**src/rtl/project_select_ctrl.sv**
```systemverilog
// Wishbone-configurable selector that enables at most one user project at a time,
// with a break-before-make guard gap and a completion interrupt on every switch.
module project_select_ctrl #(
   parameter int          N_PROJ        = 2,
   parameter logic [31:0] BASE_ADDR     = 32'h3000_0000,
   parameter int          GUARD_DEFAULT = 16
) (
   input  logic              wb_clk_i,
   input  logic              wb_rst_ni,
   input  logic              wbs_cyc_i,
   input  logic              wbs_stb_i,
   input  logic              wbs_we_i,
   input  logic [3:0]        wbs_sel_i,
   input  logic [31:0]       wbs_adr_i,
   input  logic [31:0]       wbs_dat_i,
   output logic              wbs_ack_o,
   output logic [31:0]       wbs_dat_o,
   output logic [N_PROJ-1:0] active,
   output logic              irq
);

   localparam logic [1:0] ST_OFF   = 2'd0;
   localparam logic [1:0] ST_ON    = 2'd1;
   localparam logic [1:0] ST_DRAIN = 2'd2;

   logic [1:0]        state_r, state_next_s;
   logic [15:0]       cnt_r, cnt_next_s;
   logic [3:0]        cur_idx_r, cur_idx_next_s;
   logic              switch_done_s;
   logic [N_PROJ-1:0] active_r, active_next_s;
   logic              irq_r;

   logic              ack_r;
   logic [31:0]       dat_r, rd_data_s;
   logic              ctrl_en_r, done_r, err_r;
   logic [3:0]        ctrl_idx_r;
   logic [15:0]       guard_r;

   logic hit_s, wr_s, wr_ctrl_s, wr_guard_s, wr_status_s;
   logic req_en_s, req_bad_s, req_s, tgt_en_s;
   logic [3:0] req_idx_s, tgt_idx_s;
   logic unused_s;

   assign hit_s       = wbs_cyc_i & wbs_stb_i & (wbs_adr_i[31:4] == BASE_ADDR[31:4]);
   // Register side effects happen in the ack cycle while the master still holds the bus.
   assign wr_s        = ack_r & hit_s & wbs_we_i;
   assign wr_ctrl_s   = wr_s & (wbs_adr_i[3:2] == 2'd0);
   assign wr_guard_s  = wr_s & (wbs_adr_i[3:2] == 2'd1);
   assign wr_status_s = wr_s & (wbs_adr_i[3:2] == 2'd2);
   assign req_en_s    = wbs_dat_i[8];
   assign req_idx_s   = wbs_dat_i[3:0];
   assign req_bad_s   = req_en_s & ({1'b0, req_idx_s} >= 5'(N_PROJ));
   assign req_s       = wr_ctrl_s & ~req_bad_s;
   // A request landing on the expiry edge still redirects the switch.
   assign tgt_en_s    = req_s ? req_en_s : ctrl_en_r;
   assign tgt_idx_s   = req_s ? req_idx_s : ctrl_idx_r;
   assign unused_s    = ^{wbs_sel_i, wbs_adr_i[1:0], wbs_dat_i[31:16]};

   // State register for the switch sequencer
   always_ff @(posedge wb_clk_i or negedge wb_rst_ni) begin
      if (!wb_rst_ni) begin
         state_r   <= ST_OFF;
         cnt_r     <= 16'd0;
         cur_idx_r <= 4'd0;
      end else begin
         state_r   <= state_next_s;
         cnt_r     <= cnt_next_s;
         cur_idx_r <= cur_idx_next_s;
      end
   end

   // Next-state logic: OFF/ON react to requests, DRAIN counts out the guard gap
   always_comb begin
      state_next_s   = state_r;
      cnt_next_s     = cnt_r;
      cur_idx_next_s = cur_idx_r;
      switch_done_s  = 1'b0;
      case (state_r)
         ST_OFF: begin
            if (req_s && req_en_s) begin
               state_next_s   = ST_ON;
               cur_idx_next_s = req_idx_s;
               switch_done_s  = 1'b1;
            end else begin
               state_next_s = ST_OFF;
            end
         end
         ST_ON: begin
            if (req_s && !(req_en_s && (req_idx_s == cur_idx_r))) begin
               state_next_s = ST_DRAIN;
               cnt_next_s   = (guard_r == 16'd0) ? 16'd1 : guard_r;
            end else begin
               state_next_s = ST_ON;
            end
         end
         ST_DRAIN: begin
            cnt_next_s = cnt_r - 16'd1;
            if (cnt_r == 16'd1) begin
               switch_done_s = 1'b1;
               if (tgt_en_s) begin
                  state_next_s   = ST_ON;
                  cur_idx_next_s = tgt_idx_s;
               end else begin
                  state_next_s = ST_OFF;
               end
            end else begin
               state_next_s = ST_DRAIN;
            end
         end
         default: begin
            state_next_s = ST_OFF;
            cnt_next_s   = 16'd0;
         end
      endcase
   end

   // Output decode from the upcoming state so enables and irq line up with it
   always_comb begin
      active_next_s = '0;
      if (state_next_s == ST_ON) begin
         for (int i = 0; i < N_PROJ; i++) begin
            active_next_s[i] = (cur_idx_next_s == 4'(i));
         end
      end else begin
         active_next_s = '0;
      end
   end

   // Registered enables and interrupt
   always_ff @(posedge wb_clk_i or negedge wb_rst_ni) begin
      if (!wb_rst_ni) begin
         active_r <= '0;
         irq_r    <= 1'b0;
      end else begin
         active_r <= active_next_s;
         irq_r    <= switch_done_s;
      end
   end

   // Configuration registers and sticky flags; a set beats a same-cycle clear
   always_ff @(posedge wb_clk_i or negedge wb_rst_ni) begin
      if (!wb_rst_ni) begin
         ctrl_en_r  <= 1'b0;
         ctrl_idx_r <= 4'd0;
         guard_r    <= 16'(GUARD_DEFAULT);
         done_r     <= 1'b0;
         err_r      <= 1'b0;
      end else begin
         if (req_s) begin
            ctrl_en_r  <= req_en_s;
            ctrl_idx_r <= req_idx_s;
         end
         if (wr_guard_s) begin
            guard_r <= wbs_dat_i[15:0];
         end
         done_r <= switch_done_s | (done_r & ~(wr_status_s & wbs_dat_i[10]));
         err_r  <= (wr_ctrl_s & req_bad_s) | (err_r & ~(wr_status_s & wbs_dat_i[11]));
      end
   end

   // Read data mux
   always_comb begin
      rd_data_s = 32'd0;
      case (wbs_adr_i[3:2])
         2'd0:    rd_data_s = {23'd0, ctrl_en_r, 4'd0, ctrl_idx_r};
         2'd1:    rd_data_s = {16'd0, guard_r};
         2'd2:    rd_data_s = {20'd0, err_r, done_r, (state_r == ST_DRAIN),
                               (state_r == ST_ON), 4'd0, cur_idx_r};
         default: rd_data_s = 32'd0;
      endcase
   end

   // Single-cycle ack with a mandatory idle cycle between acks
   always_ff @(posedge wb_clk_i or negedge wb_rst_ni) begin
      if (!wb_rst_ni) begin
         ack_r <= 1'b0;
         dat_r <= 32'd0;
      end else begin
         ack_r <= hit_s & ~ack_r;
         dat_r <= (hit_s & ~ack_r & ~wbs_we_i) ? rd_data_s : 32'd0;
      end
   end

   assign wbs_ack_o = ack_r;
   assign wbs_dat_o = dat_r;
   assign active    = active_r;
   assign irq       = irq_r;

endmodule

```
**config.mk**
```make
export PLATFORM = sky130hd
export DESIGN_NAME = project_select_ctrl
export DESIGN_NICKNAME = d
export VERILOG_FILES = /design/src/rtl/project_select_ctrl.sv
export SDC_FILE = /design/constraint.sdc
export NUM_CORES = 1
export LEC_CHECK = 0
export ABC_AREA = 0
export BUFFER_PORTS_ARGS = -buffer_cell sky130_fd_sc_hd__buf_4
export CORE_MARGIN = 2
export CORE_UTILIZATION = 47
export CTS_CLUSTER_DIAMETER = 200
export DETAILED_ROUTE_END_ITERATION = 8
export PLACE_DENSITY = 0.77
export SYNTH_ARGS = -nofsm -noshare
export SYNTH_HDL_FRONTEND = slang
export SYNTH_SLANG_ARGS = --single-unit
```
**constraint.sdc**
```tcl
create_clock -name wb_clk_i -period 2.6 [get_ports wb_clk_i]
set_input_delay 0.13 -clock wb_clk_i [delete_from_list [all_inputs] [get_ports wb_clk_i]]
set_output_delay 0.13 -clock wb_clk_i [all_outputs]
set_load 0.02 [all_outputs]
```
# Word-level counts from Yosys, hierarchy flattened
# Index checks and enable logic that the tools add are counted.
# Widths: inputs -> output; s select.
op_classes:
  magnitude_cmp: 1
  reduce_logical: 9
  bitwise: 24
  add_sub_neg: 1
  muxes: 20
  n_eq_ne: 10
ops:
  columns: ["operator", "n"]
  rows:
  - ["$pmux 16 s3", 2]
  - ["$mux 16", 2]
  - ["$mux 32", 1]
  - ["$eq 28x26->1 const B", 1]
  - ["$and 1x1->1", 16]
  - ["$eq 16x1->1 const B", 1]
  - ["$logic_not 16->1", 1]
  - ["$mux 4", 4]
  - ["$sub 16x1->16 const B", 1]
  - ["$pmux 4 s2", 1]
  - ["$eq 2x1->1 const B", 3]
  - ["$mux 2", 3]
  - ["$not 1->1", 6]
  - ["$pmux 2 s3", 1]
  - ["$mux 1", 5]
  - ["$eq 2x2->1 const B", 2]
  - ["$eq 4x1->1 const B", 1]
  - ["$eq 4x4->1", 1]
  - ["$ge 4x2->1 const B", 1]
  - ["$logic_not 2->1", 2]
  - ["$logic_not 4->1", 1]
  - ["$logic_and 1x1->1", 3]
  - ["$ne 2x2->1 const B", 1]
  - ["$or 1x1->1", 2]
  - ["3 further kinds", 3]
totals:
  regBits: 81
  in_bits: 73
  out_inout_bits: 36
  word_cells: 77

# Longest topological paths before layout
# Gate-level depths: netlist of the first run.
depth:
  ltp_word: 12
  mapped_depth: 9
  ltp_nobuf: 9

# Worst setup path after synthesis of the first run
# No wires, ideal clock.
synth_path:
  kind: "flip-flop to flip-flop"
  startpoint: "register cnt_r[10]"
  endpoint: "register active_r[1] (netlist: active[1])"
  arrival_time_ns: 2.704
  synth_period_minus_slack_ns: 2.772
  slack_ns: -0.172
  stages_incl_launch_ff: 9
  path_buffers: 1
  required_time_ns: 2.532
  setup_time_ns: 0.068
  path_cell_list: "dfrtp_1 -> or4_4 -> or2_1 -> or3_1 -> clkbuf_2 -> or4_1 -> a32oi_1 -> o211ai_1 -> and4bb_1"
synth_via:
  elab_chain_cells: 5
  word_cells_on_any_way: 8
  cone_classes: "eq/ne (3); mux (5)"
synth_lines:
  columns: ["element", "line_no", "text"]
  rows:
  - ["from (decl)", "27", "logic [15:0] cnt_r, cnt_next_s;"]
  - ["from (signal assigned)", "67", "cnt_r <= cnt_next_s;"]
  - ["$eq 16x1->1 (*)", "98", "if (cnt_r == 16'd1) begin"]
  - ["$mux 4 / $mux 2 (equally long branches)", "98", null]
  - ["$pmux 4 s2 / $pmux 2 s3 (equally long branches)", "78", "case (state_r)"]
  - ["$eq 4x1->1 / $eq 2x1->1 (equally long branches)", "122, 120", null]
  - ["$mux 2 (*)", "120", "if (state_next_s == ST_ON) begin"]
  - ["net active_next_s[1]", "30", "logic [N_PROJ-1:0] active_r, active_next_s;"]
  - ["to (signal assigned)", "135", "active_r <= active_next_s;"]
  - ["to (decl)", "30", null]
# Mark *: on every way through the listed nets, which the timed path passes. The rest lies on a longest branch.
# A chain may end at the register's enable or synchronous reset.

# Worst setup path after layout of the first run
layout_path:
  startpoint: "register cnt_r[8]"
  endpoint: "register active_r[1] (netlist: active[1])"
# Same word-level chain as after synthesis.

==> results of run 1 <==
## power breakdown
| part | total, mW | internal (mW) | switching, mW |
|---|---|---|---|
| Clock | 0.987 | 0.569 | 0.418 |
| Sequential | 1.01 | 1.01 | 0.0000000000506 |
| Combinational | 0.141 | 0.0632 | 0.0783 |
| Total | 2.14 | 1.64 | 0.496 |
## final cells by class
type / count / area [um2] / area share
multi-input combinational: 277 / 1800 / 0.390
inverter: 10 / 37.5 / 0.00814
clock buffer: 10 / 138 / 0.0299
clock inverter: 6 / 90.1 / 0.0195
sequential: 65 / 1630 / 0.353
tap: 99 / 124 / 0.0269
timing repair buffer: 105 / 796 / 0.173
## per-stage QoR
stage | cells | power (mW)
after floorplan | 385 | 1.09
after detailed placement | 551 | 1.17
final | 572 | 2.14
after CTS | 569 | 2.15
after global routing | 572 | 2.22
after global placement | 551 | 1.16
## state kept, by name (all words and copies together) (netlist names)
signal / cells
cnt_r: 16
guard_r: 16
wbs_dat_o: 16
ctrl_idx_r: 4
cur_idx_r: 4
active: 2
state_r: 2
ctrl_en_r: 1
done_r: 1
err_r: 1
irq: 1
wbs_ack_o: 1
## cells by family after synthesis
logic type                 Yosys count
AOI/OAI and AO/OA                   75
buffers and inverters               43
adders and majority gates            6
other                                1
muxes                               27
and+or+nand+nor                    141
DFF                                 65
xor gates and xnor gates            12
## what timing repair did
| action | CTS | global route |
|---|---|---|
| hold buffers | 2 | 1 |
| hold endpoints to repair | 65 | 1 |
| setup endpoints to repair | 1 | 2 |
| buffers inserted | 0 | 2 |
| cloned | 0 | 0 |
| pin swaps | 0 | 5 |
| resized for setup | 1 | 4 |
## layer usage
layer  wire length [um]  global-route usage
met5                  0                   0
met2               4450               0.371
met1               4110               0.332
met4                193               0.102
met3                605              0.0448
## critical path: stages (launching register included)
cell and delay, ps:
dfrtp_1 380, or4_4 540, or2_1 260, or3_4 340
or4_4 420, a32oi_2 200, o211ai_1 140, and4bb_1 290
## worst max path at each step
stage / start / endpoint / slack, ps
2_1_floorplan: cnt_r[11] / active[1] / -7
3_3_place_gp: cnt_r[11] / active[1] / 30
3_5_place_dp: cnt_r[11] / active[1] / 7
4_1_cts: cnt_r[11] / active[1] / 7
5_1_grt: cnt_r[8] / active[1] / -160
6_report: cnt_r[8] / active[1] / -30
## cell usage in the layout, fill, tap and decap left out, types with 5 or more instances in the layout
master / instances
mux2_2: 15
o21ai_1: 21
mux2_1: 5
and2_1: 11
mux2i_1: 7
nor3_1: 8
nand3_1: 5
ha_1: 6
o31ai_1: 5
nor4_1: 16
conb_1: 16
buf_4: 102
inv_1: 10
a21oi_1: 14
xnor2_1: 7
clkbuf_8: 10
nor2_1: 34
dfrtp_1: 64
a22oi_1: 14
xor2_1: 5
nand4_1: 8
nand2_1: 29
==> results.yml, run 1 <==
pwr:
  peakVddDrop_uv: 256
  p_leak_nw: 2.16
  powerDensity_mw_per_mm2: 464
job:
  max_cap_viol_count: 0
worst_hold_path:
  hold_depth: 2
  worstHoldStart: "wbs_dat_i[12]"
  worst_hold_path_type: "primary input to flip-flop"
  min_to: "guard_r[12]"
timing:
  whs_ps: 13.4
  slew_viol_final: 0
  finalCritPeriodShare: 1.01
  rsz0062_at_grt: "yes"
  finalSetupViolations: 1
  hold_viol: 0
  slew_headroom: 0.468
  setup_tns_ps: -31.0
  layout_setup_ws_ps: -31.0
  worst_slew_pin_slew_ps: 798
  finClkSkew_ps: 7.49
  max_freq_ghz: 0.380
  period_needed_ps: 2630
layout:
  drive_above_1_share: 0.300
  finalNetCount: 547
  antennaDiodeCount: 0
  fin_area_mm2: 0.00461
  synthToLayoutAreaGrowth_pct: 29.4
  fillerInstances: 582
  utilization: 0.632
cts:
  cts_made_buffers: 9
  cts_tree: "yes"
  clkSinkCount: 65
  root_buffer: "clkbuf_8"
  clkLatencyLatePin_ps: 350
  max-clock-path-buffers: 2
  clk_pin_slew_ps: 80
  ctsHtreeMaxLevel: 3
setup_path:
  rr_endpoint: "active[1]"
  r2r_slack_ps: -30
  rr_startpoint: "cnt_r[8]"
  ff2ff_path_depth: 7
  cp.arrival_ps: 2910
  crit_type: "flip-flop to flip-flop"
  endpoint_kind: "flip-flop"
  start_kind: "flip-flop"
  required_ps: 2880
  path_max_fanout: 2
global_routing:
  grt_pass1_wl_mm: 15.8
  grt-ovfl-total: 0
  antenna_found_initial: 0
  grt_start_max_net_pins: 66
  track_usage: 0.240
  grt_pass1_vias: 3172
logic_synthesis:
  synthMuxAreaShare: 0.0829
  synthSimpleGateAreaFrac: 0.210
  syn_area_mm2: 0.00356
  synth_top_family_by_area: "simple AND/OR/NAND/NOR gates"
  yosysSeqAreaShare: 0.457
  synth_commonest_cells: "dfrtp_1 (64), nor2_1 (34), nand2_1 (29), o21ai_1 (21), nor4_1 (17)"
  synth_edf_count: 0
  synth_top_area_frac: 0.450
  synth_area_leaders: "dfrtp_1 (45%), mux2_2 (4.7%), nor2_1 (3.6%)"
  synth-compound-area-share: 0.136
  synth_cell_types: 50
  synth-seq-cells: 65
  synthAdderAreaFrac: 0.0211
  synth_xor_area_frac: 0.0295
  synth.most_common_cell: "dfrtp_1"
  synthArstFlopShare: 1.00
  syn_inst: 370
  ys_warn_count: 0
  synthFlopType: "dfrtp_1"
  avgSynthCellArea_um2: 9.63
  synth_top_area_cell: "dfrtp_1"
placed_design:
  place.gp.congestion: 0.933
  dp_hpwl_mm: 6.77
  portBuffers: 70
  place_ws_ps: 7.24
  place_area_mm2: 0.00431
drt:
  avgRoutedWirePerCell_um: 16.4
  avgViaCountPerCell: 5.59
  first_pass_iters: 5
  drt_wl_total_mm: 9.36
  vias: 3199
  drt_iter0_markers: 229
  drc: 0
  detail-route-antenna-nets: 0
die:
  core_mm2: 0.00729
  die_h_um: 91.1
  initial_core_util: 0.489
  fp.dieW_um: 91.1
  die-area_mm2: 0.00829
  rows: 31
  pin_count: 109
outcome:
  violations: "negative setup slack"
  status: "finished with violations"
No activity file was read; power rests on OpenSTA's default activity.
==> run 2: changes to the inputs <==
- CORE_UTILIZATION: 47 -> 56
- GPL_TIMING_DRIVEN: not set -> 0
- PLACE_DENSITY: 0.77 -> 0.86
- clock period: 2.6 -> 3.1 ns (I/O delays scaled with it)
==> run 2 against run 1 <==
Net effect:
- the run now ends clean
- routed wire length increased by 2.0%
- combinational power fell by 5%
- sequential power down 16%
- highest routed layer unchanged
- setup slack gained 130 ps
- critical path depth up 1
- sequential share of layout area grew 0.56 points
- clock-buffer cell count down 1
- worst hold slack better by 0.72 ps
==> results.yml, run 2 (synthesized netlist as in run 1, its figures left out) <==
setup_path:
  required_ps: 3390
  start_kind: "flip-flop"
  path_max_fanout: 6
  cp.arrival_ps: 3280
  endpoint_kind: "flip-flop"
  crit_type: "flip-flop to flip-flop"
  r2r_slack_ps: 100
timing:
  finalSetupViolations: 0
  slew_headroom: 0.467
  slew_viol_final: 0
  period_needed_ps: 3000
  layout_setup_ws_ps: 104
  finClkSkew_ps: 11.0
  max_freq_ghz: 0.334
  hold_viol: 0
  worst_slew_pin_slew_ps: 800
  finalCritPeriodShare: 0.967
  whs_ps: 14.1
layout:
  synthToLayoutAreaGrowth_pct: 27.5
  drive_above_1_share: 0.268
  fillerInstances: 447
  final_common_cell: "buf_4"
  seqCellArea_mm2: 0.00163
  finalNonFillerCells: 551
  fin_area_mm2: 0.00454
  finalNetCount: 548
  final_cell_mix: "buf_4 (88), dfrtp_1 (63), nor2_1 (34), nand2_1 (29), o21ai_1 (21)"
  multi_input_area_mm2: 0.00178
  antennaDiodeCount: 0
drt:
  detail-route-antenna-nets: 0
  drt_iter0_markers: 401
  vias: 3288
  drc: 0
  avgViaCountPerCell: 5.97
  avgRoutedWirePerCell_um: 17.3
  drt_wl_total_mm: 9.54
  first_pass_iters: 5
global_routing:
  grt_start_max_net_pins: 66
  grt-ovfl-total: 0
  grt_pass1_vias: 3185
  track_usage: 0.275
  grt_pass1_wl_mm: 15.4
  antenna_found_initial: 0
placed_design:
  place_area_mm2: 0.00424
  dp.cells: 532
  place.gp.congestion: 0.932
  place_ws_ps: -169
  dp_hpwl_mm: 6.69
  portBuffers: 70
die:
  die-area_mm2: 0.00701
  initial_core_util: 0.571
  pin_count: 109
  core_mm2: 0.00624
  rows: 29
  fp.dieW_um: 83.8
  die_h_um: 83.8
outcome:
  status: "complete, no violations"
cts:
  clk_pin_slew_ps: 80
  cts_tree: "yes"
  root_buffer: "clkbuf_8"
  clkLatencyLatePin_ps: 350
  max-clock-path-buffers: 2
  clkSinkCount: 65
  cts_made_buffers: 9
  ctsHtreeMaxLevel: 3
worst_hold_path:
  worst_hold_path_type: "primary input to flip-flop"
pwr:
  power.share.switching: 0.216
  peakVddDrop_uv: 538
  powerDensity_mw_per_mm2: 429
  p_leak_nw: 2.13
  p_clk_frac: 0.497
  seq_power_share: 0.435
  p_total_mw: 1.95
  p_int_mw: 1.53
  power_frac_comb: 0.069
  p_sw_uw: 420
job:
  max_cap_viol_count: 0
## run 2: changes by cell type in the layout (fill, tap and decap cells not counted), moves of 2 or more
cell,previous run,this run
buf_4,102,88
bufinv_16,2,4
or4_4,3,1
or4_1,1,3
clkbuf_2,0,2
dlygate4sd3_1,3,1
clkbuf_1,0,14
## run 2: final cells by class
cell class	instances	share of cell area
Buffer	33	0.0410
Clock buffer	9	0.0273
Multi-Input combinational cell	277	0.391
Clock inverter	7	0.0314
Tap cell	77	0.0212
Inverter	10	0.00826
Sequential cell	65	0.359
Timing Repair Buffer	73	0.121
## run 2: repair_timing
| item | CTS | global route |
|---|---|---|
| buffers inserted | 0 | 2 |
| endpoints found under the hold margin | 64 | 0 |
| gates resized for setup | 0 | 4 |
| hold buffers | 1 | 0 |
| endpoints found under the setup margin | 0 | 6 |
## run 2: critical path: stages, from the launching register on
cell and delay (ps):
dfrtp_2 450, or4_4 580, or2_1 270, or3_1 360
clkbuf_2 150, or4_1 480, a32oi_2 200, o211ai_1 130
and4bb_1 290
## run 2: final timing paths
kind,startpoint,to,cells after the start
min in group asynchronous,wb_rst_ni,wbs_dat_o[13],2
max in group asynchronous,wb_rst_ni,cnt_r[10],2
worst max register to register,cnt_r[10],active[1],8
worst min-delay path,wbs_dat_i[12],guard_r[12],2
worst min register to register,done_r,done_r,1
worst max-delay path,cnt_r[10],active[1],8
## run 2: through the flow
| step | util | TNS, ps |
|---|---|---|
| after floorplan | - | 0 |
| after global placement | 0.679 | -1330 |
| after detailed placement | 0.679 | -1500 |
| after CTS | 0.724 | 0 |
| after global routing | 0.728 | -6.37 |
| final | 0.728 | 0 |
## run 2: routing by layer
layer  vias up  routed length, um  track usage
li1       1499                  -            -
met1      1588               3950        0.366
met2       164               4650        0.445
met3        37                632       0.0564
met4         0                304        0.106
met5         -                  0            0
## run 2: power by group through the flow
stage	sequential, mW	clock, mW	combinational [mW]
finish	0.847	0.968	0.134
global route	0.847	1.01	0.145
CTS	0.847	0.969	0.133
detailed placement	0.864	0	0.130
global placement	0.864	0	0.128
floorplan	0.864	0	0.0525
==> run 3: changes to the inputs <==
- CORE_UTILIZATION: 56 -> 52
- PLACE_DENSITY: 0.86 -> 0.81
- clock period: 3.1 -> 3.2 ns (I/O delays scaled with it)
==> run 3 against run 2 <==
Net effect:
- critical path depth unchanged
- fmax up 0.11%
- worst hold slack better by 2.8 ps
- largest power group is now registers
- flip-flop and latch count unchanged
- combinational power down 5%
- clock-buffer cell count unchanged
- critical endpoint unchanged
- setup slack better by 100 ps
- register-to-register slack better by 100 ps
- cell area down 1.9%
- sequential share of layout area up 0.67 points
==> results.yml, run 3 (synthesized netlist as in run 1, its figures left out) <==
cts:
  cts_made_buffers: 9
  cts_resized: 0
  max-clock-path-buffers: 2
  clkLatencyLatePin_ps: 350
  ctsHtreeMaxLevel: 3
  postCtsHoldBufs: 1
  cts_setup_buffers: 0
  cts_tree: "yes"
  root_buffer: "clkbuf_8"
  clkSinkCount: 65
  clk_pin_slew_ps: 80
drt:
  detail-route-antenna-nets: 0
  avgViaCountPerCell: 5.76
  drt_wl_total_mm: 8.64
  first_pass_iters: 5
  avgRoutedWirePerCell_um: 15.7
  vias: 3181
  drt_iter0_markers: 241
  drc: 0
layout:
  final_cell_mix: "buf_4 (86), dfrtp_1 (64), nor2_1 (34), nand2_1 (29), o21ai_1 (21)"
  drive_above_1_share: 0.258
  final_common_cell: "buf_4"
  synthToLayoutAreaGrowth_pct: 25.1
  utilization: 0.663
  fin_area_mm2: 0.00446
  antennaDiodeCount: 0
  finalNetCount: 546
die:
  fp.dieW_um: 86.8
  initial_core_util: 0.530
  die-area_mm2: 0.00753
  die_h_um: 86.8
  pin_count: 109
  rows: 30
  core_mm2: 0.00672
setup_path:
  cp.arrival_ps: 3280
  required_ps: 3490
  crit_type: "flip-flop to flip-flop"
  endpoint_kind: "flip-flop"
  path_max_fanout: 6
  start_kind: "flip-flop"
timing:
  max_freq_ghz: 0.334
  setup_tns_ps: 0
  period_needed_ps: 2990
  finalCritPeriodShare: 0.935
  finalSetupViolations: 0
  worst_slew_pin_slew_ps: 794
  rsz0062_at_grt: "no"
  slew_viol_final: 0
  hold_viol: 0
  finClkSkew_ps: 9.15
  layout_setup_ws_ps: 207
  slew_headroom: 0.470
outcome:
  status: "complete, no violations"
placed_design:
  place_ws_ps: -31.8
  place_area_mm2: 0.00424
  place.gp.congestion: 0.996
  portBuffers: 70
  dp_hpwl_mm: 6.50
global_routing:
  grt_pass1_wl_mm: 14.2
  antenna_found_initial: 0
  grt-ovfl-total: 0
  grt_pass1_vias: 2952
  track_usage: 0.241
  grt_start_max_net_pins: 66
worst_hold_path:
  worst_hold_path_type: "primary input to flip-flop"
job:
  max_cap_viol_count: 0
pwr:
  powerDensity_mw_per_mm2: 372
  p_leak_nw: 2.08
  peakVddDrop_uv: 180
  p_total_mw: 1.66
==> run 3: layout make-up <==
cell class | count | area (um2)
buffer | 33 | 185
clock buffer | 9 | 124
clock inverter | 7 | 77.6
fill | 543 | 2260
inverter | 10 | 37.5
multi-input combinational | 277 | 1770
sequential | 65 | 1630
tap | 80 | 100
timing repair buffer | 71 | 536
==> run 3: worst max-delay path, cell delays in order (launching register included) <==
cell	delay, ps
dfrtp_1	440
or4_4	590
or2_1	280
or3_1	350
clkbuf_2	150
or4_1	470
a32oi_1	210
o211ai_1	150
and4bb_1	290
==> run 3: through the flow <==
| stage | std cells | hold slack [ps] |
|---|---|---|
| 6_report | 552 | 16.9 |
| 5_1_grt | 552 | 19.8 |
| 4_1_cts | 552 | 11.8 |
| 3_5_place_dp | 535 | 297 |
| 3_3_place_gp | 535 | 294 |
| 2_1_floorplan | 385 | -136 |
==> run 3: routing by layer <==
| layer | global-route usage | part of all wire | up-vias |
|---|---|---|---|
| met2 | 0.377 | 0.47 | 133 |
| li1 | - | - | 1508 |
| met5 | 0 | 0 | - |
| met4 | 0.108 | 0.027 | 0 |
| met3 | 0.0390 | 0.066 | 27 |
| met1 | 0.331 | 0.43 | 1513 |
==> run 3: final timing paths <==
path,start,end,slack (ps),cells after the start
setup / recovery,cnt_r[10],active[1],210,8
hold / removal,wbs_dat_i[12],guard_r[12],20,2
setup reg to reg,cnt_r[10],active[1],210,8
hold reg to reg,done_r,done_r,490,1
max in group asynchronous,wb_rst_ni,wbs_dat_o[2],2230,2
min in group asynchronous,wb_rst_ni,wbs_dat_o[14],460,2
==> run 3: where the power goes <==
| group | switching [mW] | leakage [nW] | internal [mW] | total (mW) |
|---|---|---|---|---|
| combinational | 0.0644 | 1.08 | 0.0628 | 0.127 |
| clock | 0.345 | 0.100 | 0.366 | 0.710 |
| sequential | 0.0000000000423 | 0.900 | 0.821 | 0.821 |
